$ cat config.mk
export PLATFORM = sky130hd
export DESIGN_NAME = wbs_rgb_pwm_flat
export DESIGN_NICKNAME = d
export VERILOG_FILES = /design/src/rtl/wbs_rgb_pwm_if.sv /design/src/rtl/wbs_rgb_pwm.sv /design/src/flat_wrapper.sv
export SDC_FILE = /design/constraint.sdc
export NUM_CORES = 1
export LEC_CHECK = 0
export BUFFER_PORTS_ARGS = -buffer_cell sky130_fd_sc_hd__buf_2
export CAP_MARGIN = 10
export CORE_UTILIZATION = 60
export CTS_CLUSTER_DIAMETER = 30
export DETAILED_ROUTE_END_ITERATION = 10
export GPL_TIMING_DRIVEN = 0
export HOLD_SLACK_MARGIN = 0.15
export PLACE_DENSITY_LB_ADDON = 0.12
export REMOVE_ABC_BUFFERS = 1
export SYNTH_ARGS = -nofsm -noshare
export SYNTH_HDL_FRONTEND = slang
export SYNTH_SLANG_ARGS = --single-unit
$ cat constraint.sdc
create_clock -name clk -period 2.3 [get_ports clk]
set_clock_uncertainty 0.1 [all_clocks]
set_input_delay 0.115 -clock clk [delete_from_list [all_inputs] [get_ports clk]]
set_output_delay 0.115 -clock clk [all_outputs]
set_load 0.01 [all_outputs]
$ cat src/rtl/wbs_rgb_pwm_if.sv
// wbs_rgb_pwm_if: peripheral Wishbone port bundle.
// Master drives strobe/address/data; slave returns ack and read data.
interface wbs_rgb_pwm_if;
  logic       wb_stb;
  logic       wb_we;
  logic [3:0] wb_adr;
  logic [7:0] wb_dat_c;
  logic [7:0] wb_dat;
  logic       wb_ack;

  modport master (
    output wb_stb, wb_we, wb_adr, wb_dat_c,
    input  wb_dat, wb_ack
  );

  modport slave (
    input  wb_stb, wb_we, wb_adr, wb_dat_c,
    output wb_dat, wb_ack
  );
endinterface

$ cat src/rtl/wbs_rgb_pwm.sv
// wbs_rgb_pwm: Wishbone RGB LED PWM with optional per-channel fading.
// Define RGB_FADE_EN to build the FADE bit, STEP register and fade counter.
module wbs_rgb_pwm #(
  parameter logic [7:0] PRESCALE_RST = 8'd0
) (
  input  logic         clk,
  input  logic         rst,
  wbs_rgb_pwm_if.slave wb,
  output logic         led_r,
  output logic         led_g,
  output logic         led_b
);

  logic       en_q, en_d;
  logic       fade_q, fade_d;
  logic       inv_q, inv_d;
  logic [7:0] tgt_r_q, tgt_r_d;
  logic [7:0] tgt_g_q, tgt_g_d;
  logic [7:0] tgt_b_q, tgt_b_d;
  logic [7:0] prescale_q, prescale_d;
  logic [7:0] step_q, step_d;
  logic [7:0] pre_q, pre_d;
  logic [7:0] cnt_q, cnt_d;
  logic [7:0] fc_q, fc_d;
  logic [7:0] cur_r_q, cur_r_d;
  logic [7:0] cur_g_q, cur_g_d;
  logic [7:0] cur_b_q, cur_b_d;
  logic       wrap_q, wrap_d;
  logic       ack_q, ack_d;
  logic [7:0] dat_q, dat_d;
  logic       led_r_q, led_r_d;
  logic       led_g_q, led_g_d;
  logic       led_b_q, led_b_d;

  logic       wr;
  logic       pre_wr;
  logic       step_wr;
  logic       tick;
  logic       wrap;
  logic       busy;
  logic [7:0] rdata;

  function automatic logic [7:0] toward(
    input logic [7:0] cur,
    input logic [7:0] tgt
  );
    if (cur < tgt)      return cur + 8'd1;
    else if (cur > tgt) return cur - 8'd1;
    else                return cur;
  endfunction

  assign wr      = wb.wb_stb && wb.wb_we;
  assign pre_wr  = wr && (wb.wb_adr == 4'h4);
  assign step_wr = wr && (wb.wb_adr == 4'h5);
  assign tick    = en_q && (pre_q == prescale_q);
  assign wrap    = tick && (cnt_q == 8'd254);
  assign busy    = (cur_r_q != tgt_r_q)
                || (cur_g_q != tgt_g_q)
                || (cur_b_q != tgt_b_q);

  // Register file writes
  always_comb begin
    en_d       = en_q;
    fade_d     = fade_q;
    inv_d      = inv_q;
    tgt_r_d    = tgt_r_q;
    tgt_g_d    = tgt_g_q;
    tgt_b_d    = tgt_b_q;
    prescale_d = prescale_q;
    step_d     = step_q;
    if (wr) begin
      unique case (1'b1)
        (wb.wb_adr == 4'h0): begin
          en_d  = wb.wb_dat_c[0];
          inv_d = wb.wb_dat_c[2];
`ifdef RGB_FADE_EN
          fade_d = wb.wb_dat_c[1];
`endif
        end
        (wb.wb_adr == 4'h1): tgt_r_d = wb.wb_dat_c;
        (wb.wb_adr == 4'h2): tgt_g_d = wb.wb_dat_c;
        (wb.wb_adr == 4'h3): tgt_b_d = wb.wb_dat_c;
        (wb.wb_adr == 4'h4): prescale_d = wb.wb_dat_c;
`ifdef RGB_FADE_EN
        (wb.wb_adr == 4'h5): step_d = wb.wb_dat_c;
`endif
        default: ;
      endcase
    end
  end

  // Prescaler, period counter and wrap-aligned duty update
  always_comb begin
    pre_d   = pre_q + 8'd1;
    cnt_d   = cnt_q;
    fc_d    = fc_q;
    cur_r_d = cur_r_q;
    cur_g_d = cur_g_q;
    cur_b_d = cur_b_q;
    if (!en_q || tick || pre_wr) pre_d = 8'd0;
    if (!en_q) begin
      cnt_d = 8'd0;
      fc_d  = 8'd0;
    end else if (tick) begin
      cnt_d = wrap ? 8'd0 : cnt_q + 8'd1;
    end
    if (wrap) begin
      if (!fade_q) begin
        fc_d    = 8'd0;
        cur_r_d = tgt_r_q;
        cur_g_d = tgt_g_q;
        cur_b_d = tgt_b_q;
      end else if (fc_q == step_q) begin
        fc_d    = 8'd0;
        cur_r_d = toward(cur_r_q, tgt_r_q);
        cur_g_d = toward(cur_g_q, tgt_g_q);
        cur_b_d = toward(cur_b_q, tgt_b_q);
      end else begin
        fc_d = fc_q + 8'd1;
      end
    end
    if (step_wr) fc_d = 8'd0;
  end

  always_comb begin
    rdata = 8'd0;
    unique case (1'b1)
      (wb.wb_adr == 4'h0): rdata = {5'd0, inv_q, fade_q, en_q};
      (wb.wb_adr == 4'h1): rdata = tgt_r_q;
      (wb.wb_adr == 4'h2): rdata = tgt_g_q;
      (wb.wb_adr == 4'h3): rdata = tgt_b_q;
      (wb.wb_adr == 4'h4): rdata = prescale_q;
      (wb.wb_adr == 4'h5): rdata = step_q;
      (wb.wb_adr == 4'h6): rdata = {6'd0, wrap_q, busy};
      (wb.wb_adr == 4'h7): rdata = cur_r_q;
      (wb.wb_adr == 4'h8): rdata = cur_g_q;
      (wb.wb_adr == 4'h9): rdata = cur_b_q;
      default:             rdata = 8'd0;
    endcase
  end

  always_comb begin
    wrap_d  = wrap;
    ack_d   = wb.wb_stb;
    dat_d   = (wb.wb_stb && !wb.wb_we) ? rdata : 8'd0;
    led_r_d = inv_q;
    led_g_d = inv_q;
    led_b_d = inv_q;
    if (en_q) begin
      led_r_d = (cnt_q < cur_r_q) ^ inv_q;
      led_g_d = (cnt_q < cur_g_q) ^ inv_q;
      led_b_d = (cnt_q < cur_b_q) ^ inv_q;
    end
  end

  always_ff @(posedge clk) begin
    if (!rst) begin
      en_q       <= 1'b0;
      fade_q     <= 1'b0;
      inv_q      <= 1'b0;
      tgt_r_q    <= 8'd0;
      tgt_g_q    <= 8'd0;
      tgt_b_q    <= 8'd0;
      prescale_q <= PRESCALE_RST;
      step_q     <= 8'd0;
      pre_q      <= 8'd0;
      cnt_q      <= 8'd0;
      fc_q       <= 8'd0;
      cur_r_q    <= 8'd0;
      cur_g_q    <= 8'd0;
      cur_b_q    <= 8'd0;
      wrap_q     <= 1'b0;
      ack_q      <= 1'b0;
      dat_q      <= 8'd0;
      led_r_q    <= 1'b0;
      led_g_q    <= 1'b0;
      led_b_q    <= 1'b0;
    end else begin
      en_q       <= en_d;
      fade_q     <= fade_d;
      inv_q      <= inv_d;
      tgt_r_q    <= tgt_r_d;
      tgt_g_q    <= tgt_g_d;
      tgt_b_q    <= tgt_b_d;
      prescale_q <= prescale_d;
      step_q     <= step_d;
      pre_q      <= pre_d;
      cnt_q      <= cnt_d;
      fc_q       <= fc_d;
      cur_r_q    <= cur_r_d;
      cur_g_q    <= cur_g_d;
      cur_b_q    <= cur_b_d;
      wrap_q     <= wrap_d;
      ack_q      <= ack_d;
      dat_q      <= dat_d;
      led_r_q    <= led_r_d;
      led_g_q    <= led_g_d;
      led_b_q    <= led_b_d;
    end
  end

  assign wb.wb_ack = ack_q;
  assign wb.wb_dat = dat_q;
  assign led_r     = led_r_q;
  assign led_g     = led_g_q;
  assign led_b     = led_b_q;

endmodule
$ cat src/flat_wrapper.sv
// flat-port wrapper written by rule: the top's interface ports become plain ports
module wbs_rgb_pwm_flat 
#(
  parameter logic [7:0] PRESCALE_RST = 8'd0
)
  (clk, rst, led_r, led_g, led_b, wb_wb_stb, wb_wb_we, wb_wb_adr, wb_wb_dat_c, wb_wb_dat, wb_wb_ack);
  wbs_rgb_pwm_if wb_i ();
  input  logic clk;
  input  logic rst;
  output logic led_r;
  output logic led_g;
  output logic led_b;
  input wire logic [$bits(wb_i.wb_stb)-1:0] wb_wb_stb;
  input wire logic [$bits(wb_i.wb_we)-1:0] wb_wb_we;
  input wire logic [$bits(wb_i.wb_adr)-1:0] wb_wb_adr;
  input wire logic [$bits(wb_i.wb_dat_c)-1:0] wb_wb_dat_c;
  output wire logic [$bits(wb_i.wb_dat)-1:0] wb_wb_dat;
  output wire logic [$bits(wb_i.wb_ack)-1:0] wb_wb_ack;
  assign wb_i.wb_stb = wb_wb_stb;
  assign wb_i.wb_we = wb_wb_we;
  assign wb_i.wb_adr = wb_wb_adr;
  assign wb_i.wb_dat_c = wb_wb_dat_c;
  assign wb_wb_dat = wb_i.wb_dat;
  assign wb_wb_ack = wb_i.wb_ack;
  wbs_rgb_pwm #(.PRESCALE_RST(PRESCALE_RST)) u_core (.clk(clk), .rst(rst), .wb(wb_i), .led_r(led_r), .led_g(led_g), .led_b(led_b));
endmodule
==> results.txt, run 1 <==
- The run finished with clean final reports.
- Cell internal power was estimated by the tool at 2.06 mW.
* Nets: 627
* Area of combinational cells with multiple inputs: 2740 µm²
- In this run the worst setup path begins at wb_wb_adr[2].
* Max-slew violations: 0
- Along the worst path, the maximum fanout reaches 19.
- Leakage: 1.96 nW
* Time the worst path needs with I/O delays and setup: 2.15 ns
- In this run the count of I/O pins placed on the die edge is 28.
- Proportion of layout cells with a drive suffix above 1: 11.8%
- Endpoint of the lowest-slack register-to-register path: u_core.cur_r_q[2]
- Depth of the worst register-to-register path: 8
- The count of cells in the finished layout, fillers not included, comes to 691.
- Final period util: 93.6%
* ANT nets after route: 0
* Pwr per Cell Area: 529 nW/µm²
- In this run, synthesis produced a sequential element count of 87.
* Busiest metal layer after global routing: met2
- The critical path runs through a total of 5 cells.
- Total gr overflow: 0
- Number of inserted diodes: 0
- After the first detailed-routing iteration, the DRC count stood at 365.
* Average instance area after synthesis: 8.40 µm²
- Maximum single-stage delay on the critical path: 0.69 ns
- Once detailed placement completed, the half-perimeter wirelength came to 8780 µm.
- Internal reg-to-reg setup slack: 0.26 ns
- In this run, distinct cell masters in the synthesized netlist total 52.
* Arrival @ worst endpoint: 2.31 ns
* Async set-reset flop share out of synthesis: 0%
- The number of buffers and inverters on the critical path is 1.
* Setup crit end: u_core.pre_q[6]
* Clock latency reported for the late side of the worst-skew pair: 0.37 ns
- Clock share of power: 39.2%
- Sequential cells account for 54.9% of the total power.
- Total net switching power: 0.698 mW
- Detailed routing inserted a total of 4252 vias.
- Across the run, the number of max-cap violations was 0.
* Fill cells: 618
* Die area: 8170 µm²
- The library cell used most frequently in the layout, excluding fill and tap cells, is sky130_fd_sc_hd__dfxtp_1.
- All-layer global routing usage: 32.0%
- Timing would allow up to 465 MHz.
- The number of placed instances, taps included, is 660.
* Smallest setup slack after layout: 0.148 ns
* Via density per instance: 6.15
- Switching share of power: 25.3%
- Maximum clock insertion buffer count: 2
* Element type at the critical path end: flip-flop
- Root buffer selected by CTS: sky130_fd_sc_hd__clkbuf_8
- Critical path class: input port to flip-flop
- The library cells used most frequently in the layout, excluding fill and tap cells, are 87 x sky130_fd_sc_hd__dfxtp_1, 60 x sky130_fd_sc_hd__nand2_1, 51 x sky130_fd_sc_hd__nor2_1, 43 x sky130_fd_sc_hd__nand3_1, 32 x sky130_fd_sc_hd__mux2i_1.
- Yosys printed 0 warnings.
- Num Clock Sinks: 87
* Number of flops mapped to enable cells by yosys: 0
* Met3 layer usage reported by global route: 7.15%
* Final Hold Vio Count: 0
* Number of buffers added on ports: 27
- After detailed routing, the average wire length per cell comes to 18.1 µm.
* Worst ir drop on vdd: 0.370 mV
- Setup repair after global routing missed its margin: false
- Part of the power in combinational logic: 5.8%
- For this run, the register share of the synthesized area comes to 37.1%.
- Post-Place Setup Slack: -0.309 ns
- Met2 routing resource usage after global routing: 50.0%
- The area growth from synthesis to layout is 11.3%.
- The finished cells cover 5220 µm².
- CTS built an H-tree with a depth of 3.
* RePlAce Congestion: 0.962
* Via count of the first global-routing pass: 3994
* Floorplan die height: 90.4 µm
- Largest delay share family, worst path: simple AND/OR/NAND/NOR gates
* Starting Density: 63.3%
* Setup-failing EPs final: 0
- Largest net degree at the start of global routing: 55
* Max-slew headroom: 29.1%
- After detailed routing, the total wire length is 12500 µm.
- Post-synthesis cell count: 558
- Floorplan core area: 7410 µm²
* Post-synth top flop: sky130_fd_sc_hd__dfxtp_1
- Area taken by flip-flops and latches: 1740 µm²
- Clock-pin slew of the registers on the worst-case setup and hold paths: 0.09 ns
- Initial antenna violation count: 0
- Wire length of the first global-routing pass: 20400 µm
* Hold Crit Class: input port to flip-flop
* R2r startpoint: u_core.cnt_q[1]
- Syn Std Cell Area: 4690 µm²
- STA classifies the critical path startpoint as an input port.
- In the routed design, unresolved DRC markers number 0.
- Buffers inserted during clock tree synthesis total 9.
* Slew at the pin with the worst max-slew slack: 1.06 ns
- First-pass iteration count of the detailed router: 8
* Cell row count: 31
- Cell area after placement: 4870 µm²
- In the global route stage, met1 resource usage came out at 43.4%.
* TritonCTS clock tree: built
* Library cell contributing the largest single delay on the critical path: sky130_fd_sc_hd__nand4_1
- Horizontal die dimension: 90.4 µm
- Required time of the worst setup path: 2.46 ns
- Traced cell by cell, the critical path runs through buf_2, nor2b_1, nand4_1, nand3_1, nor2_1.
Yosys cell counts, types with 4 or more instances:
cell type	count	area share (%)
sky130_fd_sc_hd__a21oi_1	25	2.7
sky130_fd_sc_hd__clkbuf_1	14	1.1
sky130_fd_sc_hd__a21boi_0	4	0.64
sky130_fd_sc_hd__nand4_1	12	1.6
sky130_fd_sc_hd__nand3_1	43	4.6
sky130_fd_sc_hd__a22oi_1	5	0.80
sky130_fd_sc_hd__a31oi_1	5	0.67
sky130_fd_sc_hd__a222oi_1	4	0.85
sky130_fd_sc_hd__nand3_2	5	1.1
sky130_fd_sc_hd__nor3b_1	7	1.1
sky130_fd_sc_hd__dfxtp_1	87	37
sky130_fd_sc_hd__mux2i_1	32	6.8
sky130_fd_sc_hd__nor3_1	5	0.53
sky130_fd_sc_hd__o21ai_1	5	0.53
sky130_fd_sc_hd__nor2_1	51	4.1
sky130_fd_sc_hd__nor2b_1	11	1.5
sky130_fd_sc_hd__o21ai_0	27	2.9
sky130_fd_sc_hd__inv_1	27	2.2
sky130_fd_sc_hd__o21ai_2	5	0.93
sky130_fd_sc_hd__nand2_1	60	4.8
sky130_fd_sc_hd__xor2_1	20	3.7
sky130_fd_sc_hd__ha_1	24	6.4
sky130_fd_sc_hd__xnor2_1	18	3.4
sky130_fd_sc_hd__and2_1	4	0.53
sky130_fd_sc_hd__o22ai_1	4	0.53
sky130_fd_sc_hd__buf_2	8	0.85
stage by stage:
stage                     TNS, ns  hold slack, ns  power (mW)  utilization [%]
after CTS                       0           0.169        2.77             70.3
after floorplan            -13.61           0.151        1.61                -
after global placement     -43.45           0.294        1.69             65.2
final                           0           0.216        2.76             70.5
after detailed placement   -13.92           0.308        1.69             65.7
after global routing            0           0.220        2.85             70.5
worst min-delay path by stage:
stage | depth (start not counted) | endpoint | from
floorplan | 2 | u_core.wb.wb_dat[6] | wb_wb_adr[0]
global placement | 3 | u_core.prescale_q[1] | wb_wb_dat_c[1]
detailed placement | 3 | u_core.tgt_g_q[5] | wb_wb_dat_c[5]
CTS | 3 | u_core.wb.wb_dat[2] | wb_wb_adr[0]
global route | 3 | u_core.wb.wb_dat[2] | wb_wb_adr[0]
finish | 3 | u_core.wb.wb_dat[2] | wb_wb_adr[0]
routing by layer:
metal,wire (µm),share of wire (%)
met5,0,0
met4,292,2.3
met3,1140,9.2
met2,5610,45
met1,5450,44
worst register-to-register path, cell delays in order (launching register included):
cell,delay [ns]
sky130_fd_sc_hd__dfxtp_1,0.48
sky130_fd_sc_hd__ha_1,0.20
sky130_fd_sc_hd__nand3_1,0.10
sky130_fd_sc_hd__nor3_1,0.33
sky130_fd_sc_hd__nand4_1,0.15
sky130_fd_sc_hd__buf_4,0.21
sky130_fd_sc_hd__buf_8,0.16
sky130_fd_sc_hd__nand3_1,0.09
sky130_fd_sc_hd__o21ai_0,0.11
logic make-up (layout without fill, tap and decap cells):
kind of cell / Yosys count / in the layout / share of synthesized area [%]
AND/OR/NAND/NOR: 216 / 216 / 22.9
buffers and inverters: 54 / 88 / 4.70
XOR/XNOR: 38 / 38 / 7.10
flip-flops: 87 / 87 / 37.1
AO/OA/AOI/OAI: 105 / 105 / 14.4
adder cells (fa/ha/maj): 24 / 24 / 6.40
multiplexers: 34 / 34 / 7.31
final cells by class:
| cell class | instances | area share [%] |
|---|---|---|
| inverters | 28 | 2.08 |
| clock buffers | 9 | 2.37 |
| well taps | 99 | 2.37 |
| repair buffers | 44 | 5.90 |
| flip-flops and latches | 87 | 33.4 |
| multi-input cells | 417 | 52.6 |
| clock inverters | 7 | 1.37 |
flip-flops by register name (all words and copies together), names as in the netlist:
name,cells
u_core.cnt_q,8
u_core.cur_b_q,8
u_core.cur_g_q,8
u_core.cur_r_q,8
u_core.pre_q,8
u_core.prescale_q,8
u_core.tgt_b_q,8
u_core.tgt_g_q,8
u_core.tgt_r_q,8
u_core.wb.wb_dat,8
u_core.en_q,1
u_core.inv_q,1
u_core.led_b,1
u_core.led_g,1
u_core.led_r,1
u_core.wb.wb_ack,1
u_core.wrap_q,1
power by group through the flow:
stage	Clock, mW	Sequential [mW]	Combinational (mW)
after floorplan	0	1.55	0.0586
after global placement	0	1.55	0.135
after detailed placement	0	1.55	0.138
after CTS	1.10	1.52	0.153
after global routing	1.16	1.52	0.172
final	1.08	1.52	0.161
repair_timing:
action / in CTS / in global routing
resized for setup: 0 / 4
setup endpoints to repair: 25 / 36
hold buffers: 12 / 0
endpoints found under the hold margin: 37 / 0
buffers inserted: 3 / 0
(Power assumes the default switching activity.)
==> run 2: changes to the inputs <==
Settings changed: SETUP_SLACK_MARGIN set to 0.3.
==> run 2 against run 1 <==
  * Cell count increased by 0.14%
  * Utilization increased by 0.54 points
  * Count of clock-buffer cells in the layout unchanged
  * First-iteration DRC count decreased by 5.5%
  * Worst setup slack improved by 0.23 ns
  * Critical path depth increased by 2
  * Sequential power about the same
  * Register-to-register slack improved by 0.12 ns
  * Fmax increased by 12%
  * Critical path type is now flip-flop to flip-flop
  * Critical endpoint is now u_core.cur_r_q[2]
==> results.txt, run 2 (same netlist as run 1, synthesis figures left out) <==
- After floorplanning, the core was sized to cover 7410 µm².
* Top fanout value on the critical path: 19
* Starting Density: 63.3%
* Total gr overflow: 0
- The final layout contains 628 nets.
- Highest clock rate: 520 MHz
* Endpoint of the lowest-slack register-to-register path: u_core.cur_r_q[2]
- Measured along the x axis, the die boundary spans 90.4 µm.
- The tool flagged a number of max-cap violations equal to 0.
* Num Clock Sinks: 87
- The critical path starts at u_core.cnt_q[4].
* Wire length of the first global-routing pass: 20700 µm
- Slew at the pin with the worst max-slew slack: 1.04 ns
- All-layer global routing usage: 32.4%
* Number of H-tree branching levels: 3
- Library cell contributing the largest single delay on the critical path: sky130_fd_sc_hd__dfxtp_1
* Setup-failing EPs final: 0
- The repair_antennas step left the layout with diodes totalling 0.
- Number of top-level pins: 28
* Largest net degree at the start of global routing: 55
- At the later pin of the worst-skew pair, clock insertion delay measures 0.37 ns.
- Wire per inst: 18.3 µm
* Final period util: 83.6%
- Floorplan die height: 90.4 µm
- Area overhead of the layout relative to synthesis: 12.2%
* Element type at the critical path end: flip-flop
- Clock-pin slew of the registers on the worst-case setup and hold paths: 0.09 ns
* Via density per instance: 6.15
* Final TNS setup: 0 ns
- Time the worst path needs with I/O delays and setup: 1.92 ns
* Remaining routing DRC violations: 0
- Max-slew violations: 0
* Drt total wl: 12700 µm
- TritonCTS created 9 clock buffers.
- The initial antenna violation count is 0.
* First-pass iteration count of the detailed router: 5
* Root buffer selected by CTS: sky130_fd_sc_hd__clkbuf_8
- Fill cells in the final layout number 611.
- Number of vias after detailed routing: 4256
* Hold Crit Class: input port to flip-flop
- Hold path cells: 3
- Setup crit end: u_core.cur_r_q[2]
- The worst setup path is launched from a flip-flop.
* Maximum single-stage delay on the critical path: 0.55 ns
- Final Hold Vio Count: 0
* Via count of the first global-routing pass: 4001
- The first routing iteration left 345 violations.
* Internal reg-to-reg setup slack: 0.38 ns
- The worst-case IR drop observed on VDD is 0.373 mV.
- The run finished with clean final reports.
- The critical path goes through nand2_1, nor3_2, nand4_1, buf_6, buf_8, nand3_1, o21ai_0.
* Number of buffers added on ports: 27
- Leading cell type in the layout, fill and taps excluded: sky130_fd_sc_hd__dfxtp_1
- For this design the static power due to leakage is 1.98 nW.
- Hold is met by 0.193 ns.
- Detailed placement ended at an HPWL of 8780 µm.
- In this run the tightest slew margin relative to its limit is 30.7%.
- The floorplan has 31 rows.
* Proportion of layout cells with a drive suffix above 1: 13.2%
- Commonest non-fill, non-tap cells in the layout: 83 x sky130_fd_sc_hd__dfxtp_1, 60 x sky130_fd_sc_hd__nand2_1, 51 x sky130_fd_sc_hd__nor2_1, 42 x sky130_fd_sc_hd__nand3_1, 32 x sky130_fd_sc_hd__mux2i_1
- The worst register-to-register path begins at u_core.cnt_q[4].
- The count of nets left with antenna violations once routing finished came out at 0.
* Depth of the worst register-to-register path: 7
* Critical path class: flip-flop to flip-flop
- TritonCTS clock tree: built
- Setup repair after global routing missed its margin: true
- The die covers 8170 µm².
- Data arrives at the worst endpoint at 2.08 ns.
- Required time of the worst setup path: 2.46 ns
- The congestion estimate from routability-driven global placement came to 0.962.
- Dividing total power by cell area gives a power density of 527 nW/µm².
- The longest clock path from root to sink contains 2 buffers.
-- run 2: changes by cell type in the layout (fill, tap and decap cells not counted), sizes merged --
cell      delta
buf          +1
clkinv       +1
clkinvlp     -1
-- run 2: worst min-delay path by stage --
| stage | slack (ns) | endpoint | from |
|---|---|---|---|
| floorplan | 0.15 | u_core.wb.wb_dat[6] | wb_wb_adr[0] |
| global placement | 0.29 | u_core.prescale_q[1] | wb_wb_dat_c[1] |
| detailed placement | 0.31 | u_core.tgt_g_q[5] | wb_wb_dat_c[5] |
| CTS | 0.17 | u_core.wb.wb_dat[2] | wb_wb_adr[0] |
| global route | 0.21 | u_core.wb.wb_dat[2] | wb_wb_adr[0] |
| finish | 0.19 | u_core.wb.wb_dat[2] | wb_wb_adr[0] |
-- run 2: layout make-up --
class,instances,area [µm²],area share [%]
clock inverter,7,71.3,1.36
sequential,87,1750,33.2
timing repair buffer,45,319,6.06
clock buffer,9,124,2.35
multi-input combinational,417,2770,52.7
inverter,28,106,2.02
tap,99,124,2.35
-- run 2: repair_timing --
item,4_1_cts,5_1_grt
buffers inserted,4,0
resized for setup,3,11
pin swaps,1,1
endpoints found under the hold margin,37,0
hold buffers,12,0
endpoints found under the setup margin,67,37
-- run 2: per-stage QoR --
stage | setup slack [ns] | total power [mW] | instances | utilization (%) | area (µm²)
6_report | 0.378 | 2.77 | 692 | 71.0 | 5260
5_1_grt | 0.300 | 2.85 | 692 | 71.0 | 5260
4_1_cts | 0.353 | 2.77 | 692 | 70.5 | 5220
3_5_place_dp | -0.309 | 1.69 | 660 | 65.7 | 4870
3_3_place_gp | -1.43 | 1.69 | 658 | 65.2 | 4830
2_1_floorplan | -0.582 | 1.61 | 532 | - | 4570
-- run 2: where the power goes --
group          internal (mW)  switching, mW
Combinational         0.0501          0.113
Clock                  0.506          0.585
Sequential              1.51        0.00661
-- run 2: critical path: cells and delay by family (launching register included) --
kind | cells | cell delay, ns
AOI/OAI and AO/OA | 1 | 0.11
buffers and inverters | 2 | 0.34
and+or+nand+nor | 4 | 0.71
DFF | 1 | 0.55
-- run 2: layer usage --
| metal | vias up | share of wire, % | track usage, % |
|---|---|---|---|
| li1 | 2021 | - | - |
| met1 | 2018 | 44 | 44.1 |
| met2 | 192 | 46 | 50.3 |
| met3 | 25 | 8.4 | 7.07 |
| met4 | 0 | 1.9 | 11.8 |
| met5 | - | 0 | 0 |
==> run 3: changes to the inputs <==
Settings changed: ABC_AREA set to 1.
Clock period 2.3 ns to 2 ns, I/O delays scaled along.
==> run 3 against run 2 <==
  * Worst setup slack worse by 0.15 ns
  * Routed wire length is 15% higher
  * Register-to-register slack got worse by 0.15 ns
  * Final area increased by 7.6%
  * Global-route usage rose by 2.0 points
  * Via count rose by 18%
  * Fmax grew 8.8%
  * Utilization increased by 5.4 points
  * Clock power rose by 39%
  * Critical endpoint is now u_core.cur_b_q[7]
  * Largest cell class unchanged
==> results.txt, run 3 <==
- Required time of the worst setup path: 2.17 ns
- The initial antenna violation count came to 0.
* Max-slew headroom: 35.0%
* Worst ir drop on vdd: 0.465 mV
* Element type at the critical path end: flip-flop
- Largest net degree at the start of global routing: 37
- Wire length of the first global-routing pass: 21800 µm
* Number of violations of the max-capacitance limit: 0
- Time the worst path needs with I/O delays and setup: 1.77 ns
- Among all flip-flop cells after synthesis, the most frequent one is sky130_fd_sc_hd__dfxtp_1.
* Pwr per Cell Area: 620 nW/µm²
- The tree built by TritonCTS fans out to 87 sinks.
- Result of the run: finished clean
- Fraction of met1 tracks used by global routing: 41.6%
* Detail Placement HPWL: 8510 µm
- Summing the areas of all xor and xnor instances in the mapped netlist gives 5.62% of the synthesized area.
* Highest clock rate: 566 MHz
* Met3 layer usage reported by global route: 7.15%
- The pre-antenna-repair detailed-routing pass consisted of 7 iterations.
- For this run, global-route usage on met2 was measured as 58.1%.
* Count of unique library cells instantiated by Yosys: 32
- Sequential area share after synthesis: 37.2%
- The number of pins exceeding their max-slew limit in the final report was 0.
- Clock latency reported for the late side of the worst-skew pair: 0.36 ns
* Most area-consuming cells after synthesis: sky130_fd_sc_hd__dfxtp_1 37%, sky130_fd_sc_hd__nand2_1 15%, sky130_fd_sc_hd__nor2_1 7.9%, sky130_fd_sc_hd__inv_1 6.6%, sky130_fd_sc_hd__ha_1 6.4%
- In the routed layout, each cell is associated on average with a via count of 5.87.
- In this run the static leakage power is 2.64 nW.
* Total gr overflow: 0
- TritonCTS built the clock tree.
- The multi-input combinational cells in the finished layout cover a total of 2650 µm².
* Internal reg-to-reg setup slack: 0.23 ns
- Number of inserted diodes: 0
- The worst setup path is launched from a flip-flop.
- During synthesis, Yosys emitted a total of 0 warnings.
- Final TNS setup: 0 ns
- Summing the areas of all compound-gate instances in the mapped netlist gives 13.2% of the synthesized area.
* Starting Density: 63.1%
* Remaining routing DRC violations: 0
- For this run, the total global-route usage over all layers was measured as 34.3%.
* Setup-failing EPs final: 0
* Post-Place Setup Slack: -0.336 ns
- After synthesis, the largest family of logic cells by area is simple AND/OR/NAND/NOR gates.
* ANT nets after route: 0
- Final period util: 88.3%
* Post-synthesis cell count: 684
- The filler cells instantiated in the layout total 570.
- Area overhead of the layout relative to synthesis: 21.0%
* Floorplan core area: 7410 µm²
- Async set-reset flop share out of synthesis: 0%
- Arrival @ worst endpoint: 1.93 ns
- The design draws 3.51 mW.
- Slew at the pin with the worst max-slew slack: 0.972 ns
- Post-synthesis mux area share: 0%
- Synth Area in Adders: 6.42%
- Final Util: 76.4%
- Portion of synthesized cell area occupied by the leading cell type: 37.2%
- In the layout the commonest cells are 179 x sky130_fd_sc_hd__nand2_1, 92 x sky130_fd_sc_hd__nor2_1, 81 x sky130_fd_sc_hd__inv_1, 77 x sky130_fd_sc_hd__dfxtp_1, 59 x sky130_fd_sc_hd__a21oi_1.
- Proportion of layout cells with a drive suffix above 1: 13.0%
- Of all cell types, the one taking the most synthesized area is sky130_fd_sc_hd__dfxtp_1.
* Most used standard cells in the synthesized netlist: 184 x sky130_fd_sc_hd__nand2_1, 98 x sky130_fd_sc_hd__nor2_1, 87 x sky130_fd_sc_hd__dfxtp_1, 82 x sky130_fd_sc_hd__inv_1, 59 x sky130_fd_sc_hd__a21oi_1
- Number of buffers created by CTS: 9
* Number of flops mapped to enable cells by yosys: 0
* Synthesized-area fraction occupied by and/or/nand/nor cells: 28.3%
- In this run the worst path has a maximum fanout of 10.
- Pin placement for this block handled 28 I/O pins.
* Number of storage elements in the synthesis netlist: 87
- The via count of the first global-routing pass came to 4473.
* Library cell with the highest instance count after synthesis: sky130_fd_sc_hd__nand2_1
- The die is 90.3 µm wide.
- Root buffer selected by CTS: sky130_fd_sc_hd__clkbuf_8
* Summed area of non-filler cells in the final layout: 5660 µm²
* Nets: 790
* Die area: 8150 µm²
- Area taken by flip-flops and latches: 1760 µm²
- The count of buffers added on input and output ports is 27.
* Average instance area after synthesis: 6.84 µm²
- After synthesis the cells add up to 4680 µm².
* Wire per inst: 17.2 µm
* Busiest metal layer after global routing: met2
- Counting along the longest clock path gives a buffer depth of 2.
- Critical path class: flip-flop to flip-flop
- Smallest setup slack after layout: 0.233 ns
* Number of H-tree branching levels: 3
- The detailed router placed 5011 vias in this run.
- Setup repair after global routing missed its margin: true
- In this run the worst hold path is classified as input port to flip-flop.
- RePlAce Congestion: 0.858
- The final hold violation count came to 0.
- In this run, the number of DRC markers left after iteration 0 of detailed routing was 593.
* Leading cell type in the layout, fill and taps excluded: sky130_fd_sc_hd__nand2_1
* Cell area after placement: 4830 µm²
- The floorplan has 31 rows.
- After clock tree synthesis, the clock-pin slew on the worst setup and hold paths is 0.09 ns.
- Floorplan die height: 90.3 µm
- Drt total wl: 14600 µm
run 3: changes by cell type after synthesis, moves of 16 or more:
cell,before,now
sky130_fd_sc_hd__a21oi_1,25,59
sky130_fd_sc_hd__inv_1,27,82
sky130_fd_sc_hd__mux2i_1,32,0
sky130_fd_sc_hd__xnor2_1,18,2
sky130_fd_sc_hd__nand2_1,60,184
sky130_fd_sc_hd__nand3_1,43,18
sky130_fd_sc_hd__nor2_1,51,98
run 3: cell type report:
| type | instances | share of cell area, % |
|---|---|---|
| clock inverters | 5 | 1.86 |
| repair buffers | 67 | 9.63 |
| flip-flops and latches | 87 | 31.2 |
| multi-input cells | 499 | 46.8 |
| inverters | 86 | 5.92 |
| clock buffers | 11 | 2.50 |
| well taps | 99 | 2.19 |
run 3: kinds of logic (layout without fill, tap and decap cells):
kind of cell | Yosys count | in the layout
AOI/OAI and AO/OA | 114 | 114
xor gates and xnor gates | 30 | 30
adders and majority gates | 24 | 24
buffers and inverters | 105 | 169
DFF | 87 | 87
and+or+nand+nor | 324 | 331
run 3: stage by stage:
step	hold WS, ns	instances
global placement	0.208	791
detailed placement	0.214	791
floorplan	0.104	665
global route	0.140	854
CTS	0.121	842
finish	0.127	854
run 3: timing repair:
action	CTS	global route
resized for setup	19	19
hold endpoints to repair	61	12
hold buffers	27	2
buffers inserted	3	8
gates cloned	5	2
pin swaps	4	7
endpoints found under the setup margin	41	47
run 3: worst max-delay path: stages (launching register included):
cell and delay (ns):
sky130_fd_sc_hd__dfxtp_1 0.34, sky130_fd_sc_hd__xor2_1 0.16, sky130_fd_sc_hd__nor2_1 0.14, sky130_fd_sc_hd__nand2_1 0.10, sky130_fd_sc_hd__nor2_4 0.13, sky130_fd_sc_hd__buf_12 0.15, sky130_fd_sc_hd__buf_4 0.12, sky130_fd_sc_hd__nand3_2 0.21
sky130_fd_sc_hd__nor2_1 0.16, sky130_fd_sc_hd__nor2_1 0.06
run 3: metal layers:
layer	vias to the layer above	routed length (µm)
met5	-	0
met4	0	847
met3	94	1560
met2	335	6760
met1	2251	5480
li1	2331	-
run 3: final timing paths:
path                              from                end  depth (start not counted)
setup reg to reg  u_core.prescale_q[0]  u_core.cur_b_q[7]                          9
hold / removal                     rst  u_core.tgt_r_q[0]                          4
setup / recovery  u_core.prescale_q[0]  u_core.cur_b_q[7]                          9
hold reg to reg        u_core.pre_q[0]    u_core.pre_q[0]                          1
run 3: power breakdown:
group	internal, mW	switching (mW)	total [mW]
registers	1.73	0.0112	1.75
clock network	0.865	0.657	1.52
logic	0.0992	0.147	0.246
total	2.70	0.815	3.51
